$ cat config.mk
export PLATFORM = sky130hd
export DESIGN_NAME = vga_timing_gen
export DESIGN_NICKNAME = d
export VERILOG_FILES = /design/src/rtl/vga_timing_pkg.sv /design/src/rtl/wrap_counter.sv /design/src/rtl/vga_timing_gen.sv
export SDC_FILE = /design/constraint.sdc
export NUM_CORES = 1
export LEC_CHECK = 0
export BUFFER_PORTS_ARGS = -buffer_cell sky130_fd_sc_hd__buf_2
export CORE_UTILIZATION = 62
export CTS_CLUSTER_SIZE = 20
export DETAILED_ROUTE_END_ITERATION = 7
export GPL_TIMING_DRIVEN = 1
export PLACE_DENSITY = 0.86
export SYNTH_ARGS = -nofsm -noshare
export SYNTH_HDL_FRONTEND = slang
export SYNTH_SLANG_ARGS = --single-unit
$ cat constraint.sdc
create_clock -name clk -period 5.1 [get_ports clk]
set_input_delay 1.02 -clock clk [delete_from_list [all_inputs] [get_ports clk]]
set_output_delay 1.02 -clock clk [all_outputs]
set_load 0.03 [all_outputs]
$ cat src/rtl/vga_timing_pkg.sv
// Shared timing constants (640x480@60), coordinate width and the sync
// flag bundle carried alongside pixel data.
package vga_timing_pkg;

    localparam int CNT_W        = 12;

    localparam int DEF_H_ACTIVE = 640;
    localparam int DEF_H_FP     = 16;
    localparam int DEF_H_SYNC   = 96;
    localparam int DEF_H_BP     = 48;
    localparam int DEF_V_ACTIVE = 480;
    localparam int DEF_V_FP     = 10;
    localparam int DEF_V_SYNC   = 2;
    localparam int DEF_V_BP     = 33;

    // Flags that must stay aligned with pixel data downstream.
    typedef struct packed {
        logic hsync;
        logic vsync;
        logic active;
    } vga_sync_t;

endpackage

$ cat src/rtl/wrap_counter.sv
// Modulo-(MAX+1) counter: advances on en, returns to 0 after MAX.
// wrap flags that the current count is MAX (not gated by en).
module wrap_counter
    import vga_timing_pkg::*;
#(
    parameter int MAX = 1,
    parameter int W   = 8
) (
    input  logic         clk,
    input  logic         rst,
    input  logic         en,
    output logic [W-1:0] count,
    output logic         wrap
);

    logic [W-1:0] count_q;
    logic [W-1:0] count_d;

    assign wrap  = (count_q == W'(MAX));
    assign count = count_q;

    // Next count: wrap to zero at MAX, otherwise increment.
    always_comb begin
        count_d = count_q;
        if (en) begin
            count_d = wrap ? '0 : count_q + 1'b1;
        end
    end

    // Counter register.
    always_ff @(posedge clk) begin
        if (rst) begin
            count_q <= '0;
        end else begin
            count_q <= count_d;
        end
    end

endmodule

$ cat src/rtl/vga_timing_gen.sv
// Raster timing generator: coordinates, active flag, sync pulses and
// line/frame start strobes, advancing one position per pix_en.
// Optional frame counter output enabled by VGA_TIMING_FRAME_CNT_EN.
module vga_timing_gen
    import vga_timing_pkg::*;
#(
    parameter int   H_ACTIVE  = DEF_H_ACTIVE,
    parameter int   H_FP      = DEF_H_FP,
    parameter int   H_SYNC    = DEF_H_SYNC,
    parameter int   H_BP      = DEF_H_BP,
    parameter int   V_ACTIVE  = DEF_V_ACTIVE,
    parameter int   V_FP      = DEF_V_FP,
    parameter int   V_SYNC    = DEF_V_SYNC,
    parameter int   V_BP      = DEF_V_BP,
    parameter logic HSYNC_POL = 1'b0,
    parameter logic VSYNC_POL = 1'b0
) (
    input  logic             clk,
    input  logic             rst,
    input  logic             pix_en,
    output logic [CNT_W-1:0] hcount,
    output logic [CNT_W-1:0] vcount,
    output logic             active,
    output logic             hsync,
    output logic             vsync,
    output logic             line_start,
    output logic             frame_start
`ifdef VGA_TIMING_FRAME_CNT_EN
    ,
    output logic [15:0]      frame_cnt
`endif
);

    localparam int H_TOTAL = H_ACTIVE + H_FP + H_SYNC + H_BP;
    localparam int V_TOTAL = V_ACTIVE + V_FP + V_SYNC + V_BP;

    localparam logic [CNT_W-1:0] H_ACT_END = CNT_W'(H_ACTIVE);
    localparam logic [CNT_W-1:0] H_SYNC_LO = CNT_W'(H_ACTIVE + H_FP);
    localparam logic [CNT_W-1:0] H_SYNC_HI = CNT_W'(H_ACTIVE + H_FP + H_SYNC);
    localparam logic [CNT_W-1:0] V_ACT_END = CNT_W'(V_ACTIVE);
    localparam logic [CNT_W-1:0] V_SYNC_LO = CNT_W'(V_ACTIVE + V_FP);
    localparam logic [CNT_W-1:0] V_SYNC_HI = CNT_W'(V_ACTIVE + V_FP + V_SYNC);

    logic             primed_q;
    logic             step;
    logic [CNT_W-1:0] h_cnt;
    logic [CNT_W-1:0] v_cnt;
    logic             h_wrap;
    logic             v_wrap;
    logic [CNT_W-1:0] h_next;
    logic [CNT_W-1:0] v_next;
    vga_sync_t        sync_q;
    vga_sync_t        sync_d;
    logic             line_start_q;
    logic             line_start_d;
    logic             frame_start_q;
    logic             frame_start_d;

    // The priming strobe loads the origin without moving the counters.
    assign step = pix_en & primed_q;

    wrap_counter #(.MAX(H_TOTAL - 1), .W(CNT_W)) u_hcnt (
        .clk   (clk),
        .rst   (rst),
        .en    (step),
        .count (h_cnt),
        .wrap  (h_wrap)
    );

    wrap_counter #(.MAX(V_TOTAL - 1), .W(CNT_W)) u_vcnt (
        .clk   (clk),
        .rst   (rst),
        .en    (step & h_wrap),
        .count (v_cnt),
        .wrap  (v_wrap)
    );

    // Position the counters will hold after this strobe, and its flags.
    always_comb begin
        h_next = '0;
        v_next = '0;
        if (primed_q) begin
            h_next = h_wrap ? '0 : h_cnt + 1'b1;
            v_next = h_wrap ? (v_wrap ? '0 : v_cnt + 1'b1) : v_cnt;
        end
        sync_d.active = (h_next < H_ACT_END) && (v_next < V_ACT_END);
        sync_d.hsync  = ((h_next >= H_SYNC_LO) && (h_next < H_SYNC_HI)) ? HSYNC_POL : ~HSYNC_POL;
        sync_d.vsync  = ((v_next >= V_SYNC_LO) && (v_next < V_SYNC_HI)) ? VSYNC_POL : ~VSYNC_POL;
        line_start_d  = (h_next == '0);
        frame_start_d = (h_next == '0) && (v_next == '0);
    end

    // Flag registers; they only change on a strobe so they track the counters.
    always_ff @(posedge clk) begin
        if (rst) begin
            primed_q      <= 1'b0;
            sync_q.active <= 1'b0;
            sync_q.hsync  <= ~HSYNC_POL;
            sync_q.vsync  <= ~VSYNC_POL;
            line_start_q  <= 1'b0;
            frame_start_q <= 1'b0;
        end else if (pix_en) begin
            primed_q      <= 1'b1;
            sync_q        <= sync_d;
            line_start_q  <= line_start_d;
            frame_start_q <= frame_start_d;
        end
    end

`ifdef VGA_TIMING_FRAME_CNT_EN
    logic [15:0] frame_cnt_q;

    // Count completed frames at the bottom-right to origin wrap.
    always_ff @(posedge clk) begin
        if (rst) begin
            frame_cnt_q <= '0;
        end else if (step && h_wrap && v_wrap) begin
            frame_cnt_q <= frame_cnt_q + 16'd1;
        end
    end

    assign frame_cnt = frame_cnt_q;
`endif

    assign hcount      = h_cnt;
    assign vcount      = v_cnt;
    assign active      = sync_q.active;
    assign hsync       = sync_q.hsync;
    assign vsync       = sync_q.vsync;
    assign line_start  = line_start_q;
    assign frame_start = frame_start_q;

endmodule

Word-level counts from Yosys, hierarchy flattened:

Cells that the tools add are included.

* add/sub/neg operators: 2
* $lt $le $gt $ge: 6
* eq/ne operators: 2
* muxes and demuxes: 7
* bitwise logic cells: 2
* reduce and logical (&&, ||, !) cells: 6

Operator list (number)
* $mux W12: 5
* $add A12 B1 Y12 const B: 2
* $eq A12 B10 Y1 const B: 2
* $logic_not A12 Y1: 2
* $lt A12 B10 Y1 const B: 2
* $lt A12 B9 Y1 const B: 2
* $ge A12 B10 Y1 const B: 1
* $ge A12 B9 Y1 const B: 1
* $logic_and A1 B1 Y1: 4
* $and A1 B1 Y1: 2
* $mux W1: 2

* bits in registers: 30
* input port bits: 3

Depth between registers and ports, before layout:

Gate-level depths: netlist of the first run.

* depth after elaboration: 7
* mapped depth: 10
* gate-level depth less buffers: 8

Hierarchy:

Synthesis of the first run repeated with hierarchy kept, for this count alone.

* cells, all modules: 261
* area total of the unflattened synthesis: 2167.1 µm²

By module, submodules not included
* vga_timing_gen: instances 1, cells an instance 123, area each 907.1 µm², seq. area each 120.1 µm²
* wrap_counter at u_vcnt: instances 1, cells an instance 70, area each 633.1 µm², seq. area each 240.2 µm²
* wrap_counter at u_hcnt: instances 1, cells an instance 68, area each 626.9 µm², seq. area each 240.2 µm²

Least setup slack after synthesis of the first run:

No wires, ideal clock.

* kind: register to register
* start point: register u_hcnt.count_q[1] (netlist: u_hcnt.count[1])
* end point: register active (netlist name)
* setup time: 0.096 ns
* arrival: 2.101 ns
* data required time: 5.004 ns
* path slack: 2.903 ns
* stages on the path, launching flop included: 11
* buffers on the path: 3
* path through: dfxtp_1 -> ha_1 -> and4_4 -> buf_6 -> and3_4 -> buf_6 -> buf_8 -> a21oi_1 -> a31oi_1 -> nor2_1 -> o41ai_2

* cells in the longest elaborated chain, start to end: 5
* elaborated cells on any way between the ends: 9

Ends and longest elaborated chain
* start, declared: RTL line wrap_counter.sv:16 `logic [W-1:0] count_q;`
* start signal, assigned: RTL line wrap_counter.sv:35 `count_q <= count_d;`
* $add A12 B1 Y12 or $eq A12 B10 Y1 (tied branches): RTL line vga_timing_gen.sv:83, wrap_counter.sv:19
* $mux W12 (on tied branches): RTL line vga_timing_gen.sv:83, vga_timing_gen.sv:84
* $mux W12: RTL line vga_timing_gen.sv:82 `if (primed_q) begin`
* $lt A12 B10 Y1 or $lt A12 B9 Y1 (tied branches): RTL line vga_timing_gen.sv:86 `sync_d.active = (h_next < H_ACT_END) && (v_next < V_ACT_END);`
* $logic_and A1 B1 Y1 *: RTL line vga_timing_gen.sv:86

Every way passes the cells marked *; elsewhere a longest branch is shown, timed or not.
A chain may end at the register's enable or synchronous reset.

Worst setup path in the final report of the first run:

* start point: register u_hcnt.count_q[1] (netlist: u_hcnt.count[1])
* end point: register line_start_q (netlist: line_start)

* cells in the longest elaborated chain, start to end: 4
* elaborated cells on any way between the ends: 5

Ends and longest elaborated chain
* $add A12 B1 Y12 or $eq A12 B10 Y1 (tied branches): RTL line vga_timing_gen.sv:83, wrap_counter.sv:19
* $mux W12 *: RTL line vga_timing_gen.sv:83 `h_next = h_wrap ? '0 : h_cnt + 1'b1;`
* $mux W12 *: RTL line vga_timing_gen.sv:82
* $logic_not A12 Y1 *: RTL line vga_timing_gen.sv:89 `line_start_d = (h_next == '0);`
* end signal, assigned: RTL line vga_timing_gen.sv:105 `line_start_q <= line_start_d;`
* end, declared: RTL line vga_timing_gen.sv:54 `logic line_start_q;`

Marked as above.

==> results.sh, run 1 <==
export IMPL_setup_tns_ns=0
export IMPL_rr_startpoint="u_hcnt.count[1]"
export IMPL_worstPathArrival_ns=2.78
export IMPL_yosysSeqAreaShare_pct=27.4
export IMPL_crit_fanout=12
export IMPL_drt_total_wl_mm=5.39
export IMPL_gp_congestion=0.950
export IMPL_synthArstFlopShare_pct=0
export IMPL_design_area_um2=2300
export IMPL_yosys_warnings=0
export IMPL_reg2reg_depth=7
export IMPL_synth_edff_count=0
export IMPL_cts_root_buf="clkbuf_4"
export IMPL_status="completed"
export IMPL_hp_start="line_start"
export IMPL_grt_use_total_pct=30.1
export IMPL_drive_above_1_share_pct=16.0
export IMPL_cts_clk_slew_worst_paths_ns=0.09
export IMPL_ys_top_cells_by_area="dfxtp_1 27%, nor2_1 5.8%, a21oi_1 5.3%, nand2_1 4.3%, nand4_1 3.7%"
export IMPL_slew_viol_final=0
export IMPL_dr_pass1_iters=5
export IMPL_synth_top_flop_cell="dfxtp_1"
export IMPL_fin_nets=312
export IMPL_p_leak_nw=0.789
export IMPL_setup_viol=0
export IMPL_path_delay_family="simple AND/OR/NAND/NOR gates"
export IMPL_worst_ir_drop_vdd_mv=0.122
export IMPL_crit_type="register to register"
export IMPL_cts_made_buffers=5
export IMPL_cts_htree_levels=2
export IMPL_cts_hold_buf=0
export IMPL_hp_class="register to register"
export IMPL_cp_required_ns=5.36
export IMPL_fin_crit_sh_pct=49.3
export IMPL_diodes=0
export IMPL_wl_per_cell_um=15.3
export IMPL_netlist_cell_type_count=55
export IMPL_grt_antenna_before_repair=0
export IMPL_slowest_stage="dfxtp_1"
export IMPL_p_per_area_nw_per_um2=181
export IMPL_grt_pass1_vias=1802
export IMPL_antenna_left=0
export IMPL_vias=2317
export IMPL_fp_dieW_um=61.4
export IMPL_dp_hpwl_mm=3.68
export IMPL_yosys_area_top_type="dfxtp_1"
export IMPL_drc_errors=0
export IMPL_vias_per_cell=6.56
export IMPL_cp_startpoint="u_hcnt.count[1]"
export IMPL_max_freq_mhz=398
export IMPL_clock_sinks=30
export IMPL_worstMarginPinSlew_ns=0.581
export IMPL_hold_depth=2
export IMPL_start_util_pct=65.1
export IMPL_ys_seq_elements=30
export IMPL_cpMostUsedCell="nor3_1"
export IMPL_clk_latency_ns=0.34
export IMPL_clk_path_buf_depth=2
export IMPL_synth_nets=300
export IMPL_yosys_area_top_type_share_pct=27.4
export IMPL_slew_headroom_pct=60.3
export IMPL_setup_ws_ns=2.59
export IMPL_design_die_area_um2=3780
export IMPL_postCtsSetupBuffers=0
export IMPL_clock_skew_ns=0.00629
export IMPL_rows=21
export IMPL_place_worst_setup_slack_ns=2.48
export IMPL_post_dp_cell_area_um2=2240
export IMPL_overflow=0
export IMPL_crit_path_end_kind="register"
export IMPL_cts_resized_gates=0
export IMPL_io_buffers=31
export IMPL_drtIter0Drc=211
export IMPL_syn_cell_area_um2=2190
export IMPL_io_pins=32
export IMPL_cpPeakStageDelay_ns=0.56
export IMPL_synthToLayoutAreaGrowth_pct=5.14
export IMPL_syn_inst=294
export IMPL_die_h_um=61.4
export IMPL_grt_setup_unrepaired="no"
export IMPL_grt_max_degree=33
export IMPL_cp_num_buf_inv=0
export IMPL_cp_depth=7
export IMPL_fin_crit_ns=2.51
export IMPL_coreArea_um2=3360
export IMPL_grt_pass1_wl_mm=8.37
export IMPL_startpoint_type="register"
export IMPL_synth_area_per_cell_um2=7.45
export IMPL_maxCapViolations=0
export IMPL_cts_tree="done"
export IMPL_final_hold_viol_count=0
export IMPL_path_cells="ha_1, nand4_1, nor3_1, nand4b_1, a311oi_1, a21oi_1, nor3_1"
cell families after synthesis:
group,share of synthesized area (%)
DFF,27.4
adders and majority gates,1.71
buffers and inverters,8.51
AOI/OAI and AO/OA,22.2
and+or+nand+nor,34.6
xor gates and xnor gates,5.60
cell usage after synthesis (5+ instances only):
cell type   n
nor2_1     34
dfxtp_1    30
nand2_1    25
a21oi_1    23
o21ai_0    14
nand4_1    13
nor3_1     13
nand3_1    12
a31oi_1     9
clkbuf_1    9
xnor2_1     8
buf_2       7
inv_1       7
xor2_1      6
a211oi_1    5
buf_4       5
sequential cells by signal (all words and copies together) (netlist names):
name	count
active	1
primed_q	1
frame_start	1
u_hcnt.count	12
line_start	1
u_vcnt.count	12
vsync	1
hsync	1
layer usage:
layer / track usage, % / wire (µm)
met1: 43.4 / 2440
met2: 42.1 / 2290
met3: 5.67 / 526
met4: 15.9 / 138
met5: 0 / 0
where the power goes:
part | total (mW) | internal (mW) | switching (mW)
sequential | 0.242 | 0.237 | 0.00449
combinational | 0.0252 | 0.00694 | 0.0182
clock | 0.149 | 0.0666 | 0.0824
total | 0.416 | 0.311 | 0.105
tightest hold or removal path: stages, from the launching register on:
cell and delay (ns):
dfxtp_1 0.32, nor2_1 0.08, nor3_1 0.05
cells in the final DEF (no fill, tap or decap), types with 2 or more instances in the layout:
cell / synthesis / layout
a31oi_1: 9 / 9
a211o_1: 3 / 3
inv_1: 7 / 7
o21a_1: 2 / 2
nor3_1: 13 / 13
and4_1: 4 / 4
clkbuf_4: 0 / 5
nor4_1: 4 / 4
o31ai_1: 3 / 3
buf_2: 7 / 31
a21oi_1: 23 / 23
nor2_1: 34 / 34
or4_1: 4 / 4
ha_1: 3 / 3
o21ai_1: 2 / 2
nand4b_1: 4 / 4
o21ai_0: 14 / 14
dfxtp_1: 30 / 30
and2_1: 3 / 3
a211oi_1: 5 / 5
o22ai_1: 2 / 2
a311oi_1: 3 / 3
nand3b_1: 2 / 2
and3_1: 4 / 4
nand2_1: 25 / 25
nand3_1: 12 / 12
or3_1: 4 / 4
xor2_1: 6 / 6
nand4_1: 13 / 13
and4bb_2: 2 / 2
xnor2_1: 8 / 8
final cells by class:
type	instances	area, µm²
clock inverters	1	5.00
well taps	46	57.6
repair buffers	31	155
clock buffers	7	55.1
flip-flops and latches	30	601
fillers	312	1060
multi-input cells	231	1400
inverters	7	26.3
worst paths after layout:
kind | to | slack (ns)
hold / removal | line_start | 0.49
setup reg to reg | line_start | 2.59
setup / recovery | line_start | 2.59
hold reg to reg | line_start | 0.49
through the flow:
step / util [%] / instances / power (mW) / hold slack [ns]
2_1_floorplan: - / 294 / 0.265 / 0.567
3_3_place_gp: 66.7 / 345 / 0.271 / 0.455
3_5_place_dp: 66.7 / 345 / 0.272 / 0.470
4_1_cts: 68.5 / 353 / 0.420 / 0.493
5_1_grt: 68.5 / 353 / 0.432 / 0.517
6_report: 68.5 / 353 / 0.416 / 0.489
(Power assumes the default switching activity.)
==> run 2: changes to the inputs <==
--- a/config.mk
+++ b/config.mk
@@ -5,12 +5,13 @@
 export SDC_FILE = /design/constraint.sdc
 export NUM_CORES = 1
 export LEC_CHECK = 0
+export ABC_AREA = 1
 export BUFFER_PORTS_ARGS = -buffer_cell sky130_fd_sc_hd__buf_2
-export CORE_UTILIZATION = 62
+export CORE_UTILIZATION = 51
 export CTS_CLUSTER_SIZE = 20
 export DETAILED_ROUTE_END_ITERATION = 7
 export GPL_TIMING_DRIVEN = 1
-export PLACE_DENSITY = 0.86
+export PLACE_DENSITY = 0.76
 export SYNTH_ARGS = -nofsm -noshare
 export SYNTH_HDL_FRONTEND = slang
 export SYNTH_SLANG_ARGS = --single-unit
==> constraint.sdc (replaced) <==
create_clock -name clk -period 2.3 [get_ports clk]
set_input_delay 0.46 -clock clk [delete_from_list [all_inputs] [get_ports clk]]
set_output_delay 0.46 -clock clk [all_outputs]
set_load 0.03 [all_outputs]
==> run 2 against run 1 <==
Compared with the run above:
- area after synthesis decreased by 4.9%
- sequential power increased by 130%
- clock power increased to 3.4 times the previous value
- register-to-register slack got worse by 2.4 ns
- global-route usage decreased by 5.7 points
- hold slack got worse by 0.063 ns
- final cell count increased by 18%
- largest power group unchanged
==> results.sh, run 2 <==
export IMPL_status="completed"
export IMPL_hold_end="active"
export IMPL_synth_edff_count=0
export IMPL_cts_root_buf="clkbuf_8"
export IMPL_vias_per_cell=5.15
export IMPL_synthToLayoutAreaGrowth_pct=13.3
export IMPL_crit_type="register to register"
export IMPL_ys_top_cells_by_area="dfxtp_1 29%, nand2_1 19%, a21oi_1 7.4%, inv_1 6.3%, o21ai_0 6.0%"
export IMPL_cts_tree="done"
export IMPL_ys_seq_elements=30
export IMPL_cts_htree_levels=2
export IMPL_syn_inst=339
export IMPL_hp_start="pix_en"
export IMPL_design_die_area_um2=4340
export IMPL_seqCellArea_um2=601
export IMPL_max_freq_mhz=482
export IMPL_synth_most_common_cell="nand2_1"
export IMPL_synth_area_per_cell_um2=6.15
export IMPL_fin_crit_sh_pct=90.2
export IMPL_drtIter0Drc=148
export IMPL_die_h_um=65.9
export IMPL_grt_setup_unrepaired="no"
export IMPL_synthArstFlopShare_pct=0
export IMPL_yosysSeqAreaShare_pct=28.8
export IMPL_grt_max_degree=24
export IMPL_worstMarginPinSlew_ns=0.596
export IMPL_nFillCells=365
export IMPL_grt_use_total_pct=24.4
export IMPL_antenna_left=0
export IMPL_drive_above_1_share_pct=17.4
export IMPL_drt_total_wl_mm=4.86
export IMPL_rows=22
export IMPL_setup_viol=0
export IMPL_worstPathArrival_ns=2.25
export IMPL_yosys_area_top_type="dfxtp_1"
export IMPL_start_util_pct=54.8
export IMPL_p_leak_nw=1.14
export IMPL_multi_input_area_um2=1280
export IMPL_dp_hpwl_mm=3.67
export IMPL_fp_dieW_um=65.9
export IMPL_grt_pass1_vias=1857
export IMPL_final_hold_viol_count=0
export IMPL_cp_required_ns=2.48
export IMPL_cts_hold_buf=0
export IMPL_coreArea_um2=3800
export IMPL_dr_pass1_iters=4
export IMPL_cts_clk_slew_worst_paths_ns=0.06
export IMPL_yosys_warnings=0
export IMPL_slew_headroom_pct=60.2
export IMPL_rr_startpoint="u_hcnt.count[0]"
export IMPL_reg2reg_depth=11
export IMPL_grt_pass1_wl_mm=8.15
export IMPL_diodes=0
export IMPL_netlist_cell_type_count=33
export IMPL_reg2reg_to="vsync"
export IMPL_rrSetupSlack_ns=0.23
export IMPL_clk_latency_ns=0.28
export IMPL_clock_skew_ns=0.00602
export IMPL_io_pins=32
export IMPL_grt_antenna_before_repair=0
export IMPL_io_buffers=31
export IMPL_fin_nets=373
export IMPL_syn_cell_area_um2=2080
export IMPL_cts_made_buffers=5
export IMPL_cts_resized_gates=0
export IMPL_worst_ir_drop_vdd_mv=0.342
export IMPL_maxCapViolations=0
export IMPL_crit_path_end_kind="register"
export IMPL_gp_congestion=0.879
export IMPL_slew_viol_final=0
export IMPL_final_common_cell="nand2_1"
export IMPL_postCtsSetupBuffers=0
export IMPL_crit_fanout=16
export IMPL_setup_tns_ns=0
export IMPL_clk_path_buf_depth=2
export IMPL_synth_top_flop_cell="dfxtp_1"
export IMPL_drc_errors=0
export IMPL_final_cell_mix="103 x nand2_1, 35 x inv_1, 32 x nor2_1"
export IMPL_overflow=0
export IMPL_wl_per_cell_um=11.7
export IMPL_hold_depth=2
export IMPL_clock_sinks=30
export IMPL_vias=2141
export IMPL_startpoint_type="register"
export IMPL_holdWs_ns=0.426
export IMPL_synth_commonest_cells="103 x nand2_1, 35 x inv_1, 32 x nor2_1, 31 x a21oi_1, 30 x dfxtp_1"
export IMPL_hp_class="input pin to register"
export IMPL_fin_crit_ns=2.07
export IMPL_yosys_area_top_type_share_pct=28.8
export IMPL_synth_nets=345
export IMPL_p_per_area_nw_per_um2=520
==> run 2: cell types whose count changed in the layout (fill, tap and decap cells not counted), moves of 8 or more <==
cell	before	now
inv_1	7	35
nor3_1	13	0
a31oi_1	9	1
a21oi_1	23	31
o21ai_0	14	25
nand2_1	25	103
xnor2_1	8	0
nand3_1	12	23
==> run 2: cells by family after synthesis <==
kind of cell	count (synthesis)	synth area share, %
AO/OA/AOI/OAI	64	16.4
AND/OR/NAND/NOR	188	41.4
flip-flops	30	28.8
buffers and inverters	50	9.85
adder cells (fa/ha/maj)	3	1.80
XOR/XNOR	4	1.68
==> run 2: cell type report <==
class,count,share of cell area (%)
inverter,38,6.04
multi-input combinational,259,54.1
clock buffer,8,4.66
sequential,30,25.4
tap,48,2.54
timing repair buffer,33,7.21
==> run 2: per-layer routing <==
layer	global-route usage [%]	up-vias	routed length, µm
met5	0	-	0
li1	-	1150	-
met1	29.9	940	2250
met2	42.1	45	2380
met4	7.88	0	59
met3	4.66	6	179
==> run 2: metrics by stage <==
step | std cells | utilization (%) | setup WS [ns] | area [µm²] | total power, mW
5_1_grt | 416 | 62.2 | 0.0564 | 2360 | 1.28
3_5_place_dp | 408 | 59.3 | 0.263 | 2250 | 0.736
3_3_place_gp | 408 | 59.3 | 0.340 | 2250 | 0.732
6_report | 416 | 62.2 | 0.225 | 2360 | 1.23
2_1_floorplan | 339 | - | 0.302 | 2080 | 0.693
4_1_cts | 416 | 62.2 | 0.238 | 2360 | 1.24
==> run 2: power breakdown <==
group	internal (mW)	leakage (nW)	switching [mW]
Combinational	0.0479	0.841	0.114
Clock	0.302	0.0575	0.202
Sequential	0.540	0.245	0.0205
Total	0.890	1.14	0.337
==> run 2: how the worst max path moves through the flow <==
stage                         start  endpoint  slack, ns  depth (start not counted)
floorplan           u_hcnt.count[0]     vsync       0.30                         11
global placement    u_hcnt.count[0]     vsync       0.34                         11
detailed placement  u_hcnt.count[0]     vsync       0.26                         11
CTS                 u_hcnt.count[0]     vsync       0.24                         11
global route        u_hcnt.count[0]     vsync       0.06                         12
finish              u_hcnt.count[0]     vsync       0.23                         11
==> run 2: worst max-delay path, cell delays in order (launching register included) <==
cell     delay [ns]
dfxtp_1        0.40
ha_1           0.23
nand2_2        0.12
nor2_8         0.18
nand3_4        0.22
nand2_1        0.12
nand3_1        0.10
or2_1          0.24
nor2_1         0.12
nand4_1        0.11
nand2_1        0.07
nand2_1        0.04
==> run 3: changes to the inputs <==
--- a/config.mk
+++ b/config.mk
@@ -7,6 +7,7 @@
 export LEC_CHECK = 0
 export ABC_AREA = 1
 export BUFFER_PORTS_ARGS = -buffer_cell sky130_fd_sc_hd__buf_2
+export CORE_MARGIN = 4
 export CORE_UTILIZATION = 51
 export CTS_CLUSTER_SIZE = 20
 export DETAILED_ROUTE_END_ITERATION = 7
==> run 3 against run 2 <==
Compared with the run above:
- first-iteration DRC count increased by 22%
- combinational power barely moved
- core utilization shrank 0.49 points
- register-to-register slack better by 0.05 ns
- global-route usage shrank 3.9 points
- clock power down 13%
- setup slack better by 0.055 ns
- non-clock buffer count is the same
- count of clock-buffer cells in the layout is 1 lower
- design area fell by 0.79%
- critical path depth unchanged
- fmax grew 2.7%
==> results.sh, run 3 (same netlist as run 2, synthesis figures left out) <==
export IMPL_grt_pass1_vias=2040
export IMPL_coreArea_um2=3800
export IMPL_power_switching_mw=0.333
export IMPL_clkPwrFrac_pct=37.8
export IMPL_postCtsSetupBuffers=0
export IMPL_wl_per_cell_um=11.9
export IMPL_worstMarginPinSlew_ns=0.622
export IMPL_status="completed"
export IMPL_place_inst=408
export IMPL_holdWs_ns=0.430
export IMPL_start_util_pct=54.8
export IMPL_grt_antenna_before_repair=0
export IMPL_setup_tns_ns=0
export IMPL_nFillCells=368
export IMPL_clk_latency_ns=0.28
export IMPL_design_area_um2=2340
export IMPL_cts_root_buf="clkbuf_8"
export IMPL_synthToLayoutAreaGrowth_pct=12.4
export IMPL_cts_hold_buf=0
export IMPL_vias=2148
export IMPL_p_per_area_nw_per_um2=496
export IMPL_cts_clk_slew_worst_paths_ns=0.07
export IMPL_utilization_pct=61.7
export IMPL_path_cells="ha_1, nand2_2, nor2_8, nand3_4, nand2_1, nand3_1, or2_1, nor2_1, nand4_1, nand2_1, nand2_1"
export IMPL_slowest_stage="dfxtp_1"
export IMPL_dr_pass1_iters=4
export IMPL_clk_path_buf_depth=2
export IMPL_crit_fanout=16
export IMPL_maxCapViolations=0
export IMPL_worstPathArrival_ns=2.19
export IMPL_hp_class="input pin to register"
export IMPL_final_cell_mix="103 x nand2_1, 35 x inv_1, 32 x nor2_1"
export IMPL_fp_dieW_um=71.9
export IMPL_cts_htree_levels=2
export IMPL_drive_above_1_share_pct=17.1
export IMPL_drtIter0Drc=180
export IMPL_grt_use_total_pct=20.4
export IMPL_rows=22
export IMPL_switching_share_pct=28.7
export IMPL_power_internal_mw=0.829
export IMPL_grt_max_degree=24
export IMPL_clock_sinks=30
export IMPL_crit_path_end_kind="register"
export IMPL_antenna_left=0
export IMPL_fin_nets=373
export IMPL_fin_crit_sh_pct=87.8
export IMPL_dp_hpwl_mm=3.75
export IMPL_setup_viol=0
export IMPL_pwr_share_seq_pct=48.3
export IMPL_cpPeakStageDelay_ns=0.39
export IMPL_cpMostUsedCell="nand2_1"
export IMPL_p_leak_nw=1.13
export IMPL_drc_errors=0
export IMPL_die_h_um=71.9
export IMPL_vias_per_cell=5.16
export IMPL_power_mw=1.16
export IMPL_final_hold_viol_count=0
export IMPL_overflow=0
export IMPL_max_freq_mhz=495
export IMPL_worst_ir_drop_vdd_mv=0.333
export IMPL_clock_skew_ns=0.00823
export IMPL_drt_total_wl_mm=4.95
export IMPL_grt_setup_unrepaired="no"
export IMPL_io_buffers=31
export IMPL_fin_crit_ns=2.02
export IMPL_place_worst_setup_slack_ns=0.271
export IMPL_design_die_area_um2=5170
export IMPL_setup_ws_ns=0.280
export IMPL_grt_pass1_wl_mm=8.60
export IMPL_slew_viol_final=0
export IMPL_final_cells=416
export IMPL_slew_headroom_pct=58.5
export IMPL_crit_type="register to register"
export IMPL_gp_congestion=0.875
export IMPL_diodes=0
export IMPL_post_dp_cell_area_um2=2250
export IMPL_cts_resized_gates=0
export IMPL_p_comb_share_pct=13.9
export IMPL_io_pins=32
export IMPL_cp_required_ns=2.47
export IMPL_startpoint_type="register"
export IMPL_final_common_cell="nand2_1"
export IMPL_cts_tree="done"
export IMPL_cts_made_buffers=5
## run 3: routing by layer
metal | global-route usage, % | up-vias | routed length, µm
met1 | 24.0 | 934 | 2240
met3 | 4.16 | 9 | 260
li1 | - | 1153 | -
met2 | 36.7 | 52 | 2390
met4 | 7.10 | 0 | 63
met5 | 0 | - | 0
## run 3: path summary, 6_finish.rpt
kind	from	end	slack, ns	depth (start not counted)
max	u_hcnt.count[0]	vsync	0.28	11
min reg2reg	hsync	hsync	0.46	2
min	pix_en	active	0.43	2
max reg2reg	u_hcnt.count[0]	vsync	0.28	11
## run 3: layout make-up
cell class	instances	area [µm²]	area share (%)
inverters	38	143	6.09
multi-input cells	259	1280	54.5
repair buffers	33	170	7.26
clock inverters	1	5.00	0.214
clock buffers	7	86.3	3.69
flip-flops and latches	30	601	25.6
well taps	48	60.1	2.56
## run 3: critical path, delay by kind of cell (launching register included)
| family | cells | cell delay, ns |
|---|---|---|
| and+or+nand+nor | 10 | 1.30 |
| DFF | 1 | 0.39 |
| adders and majority gates | 1 | 0.22 |
## run 3: power by group through the flow
| stage | registers [mW] | clock network [mW] | logic, mW |
|---|---|---|---|
| 2_1_floorplan | 0.608 | 0 | 0.0853 |
| 3_3_place_gp | 0.571 | 0 | 0.161 |
| 3_5_place_dp | 0.572 | 0 | 0.163 |
| 4_1_cts | 0.561 | 0.448 | 0.164 |
| 5_1_grt | 0.564 | 0.471 | 0.181 |
| 6_report | 0.561 | 0.439 | 0.162 |
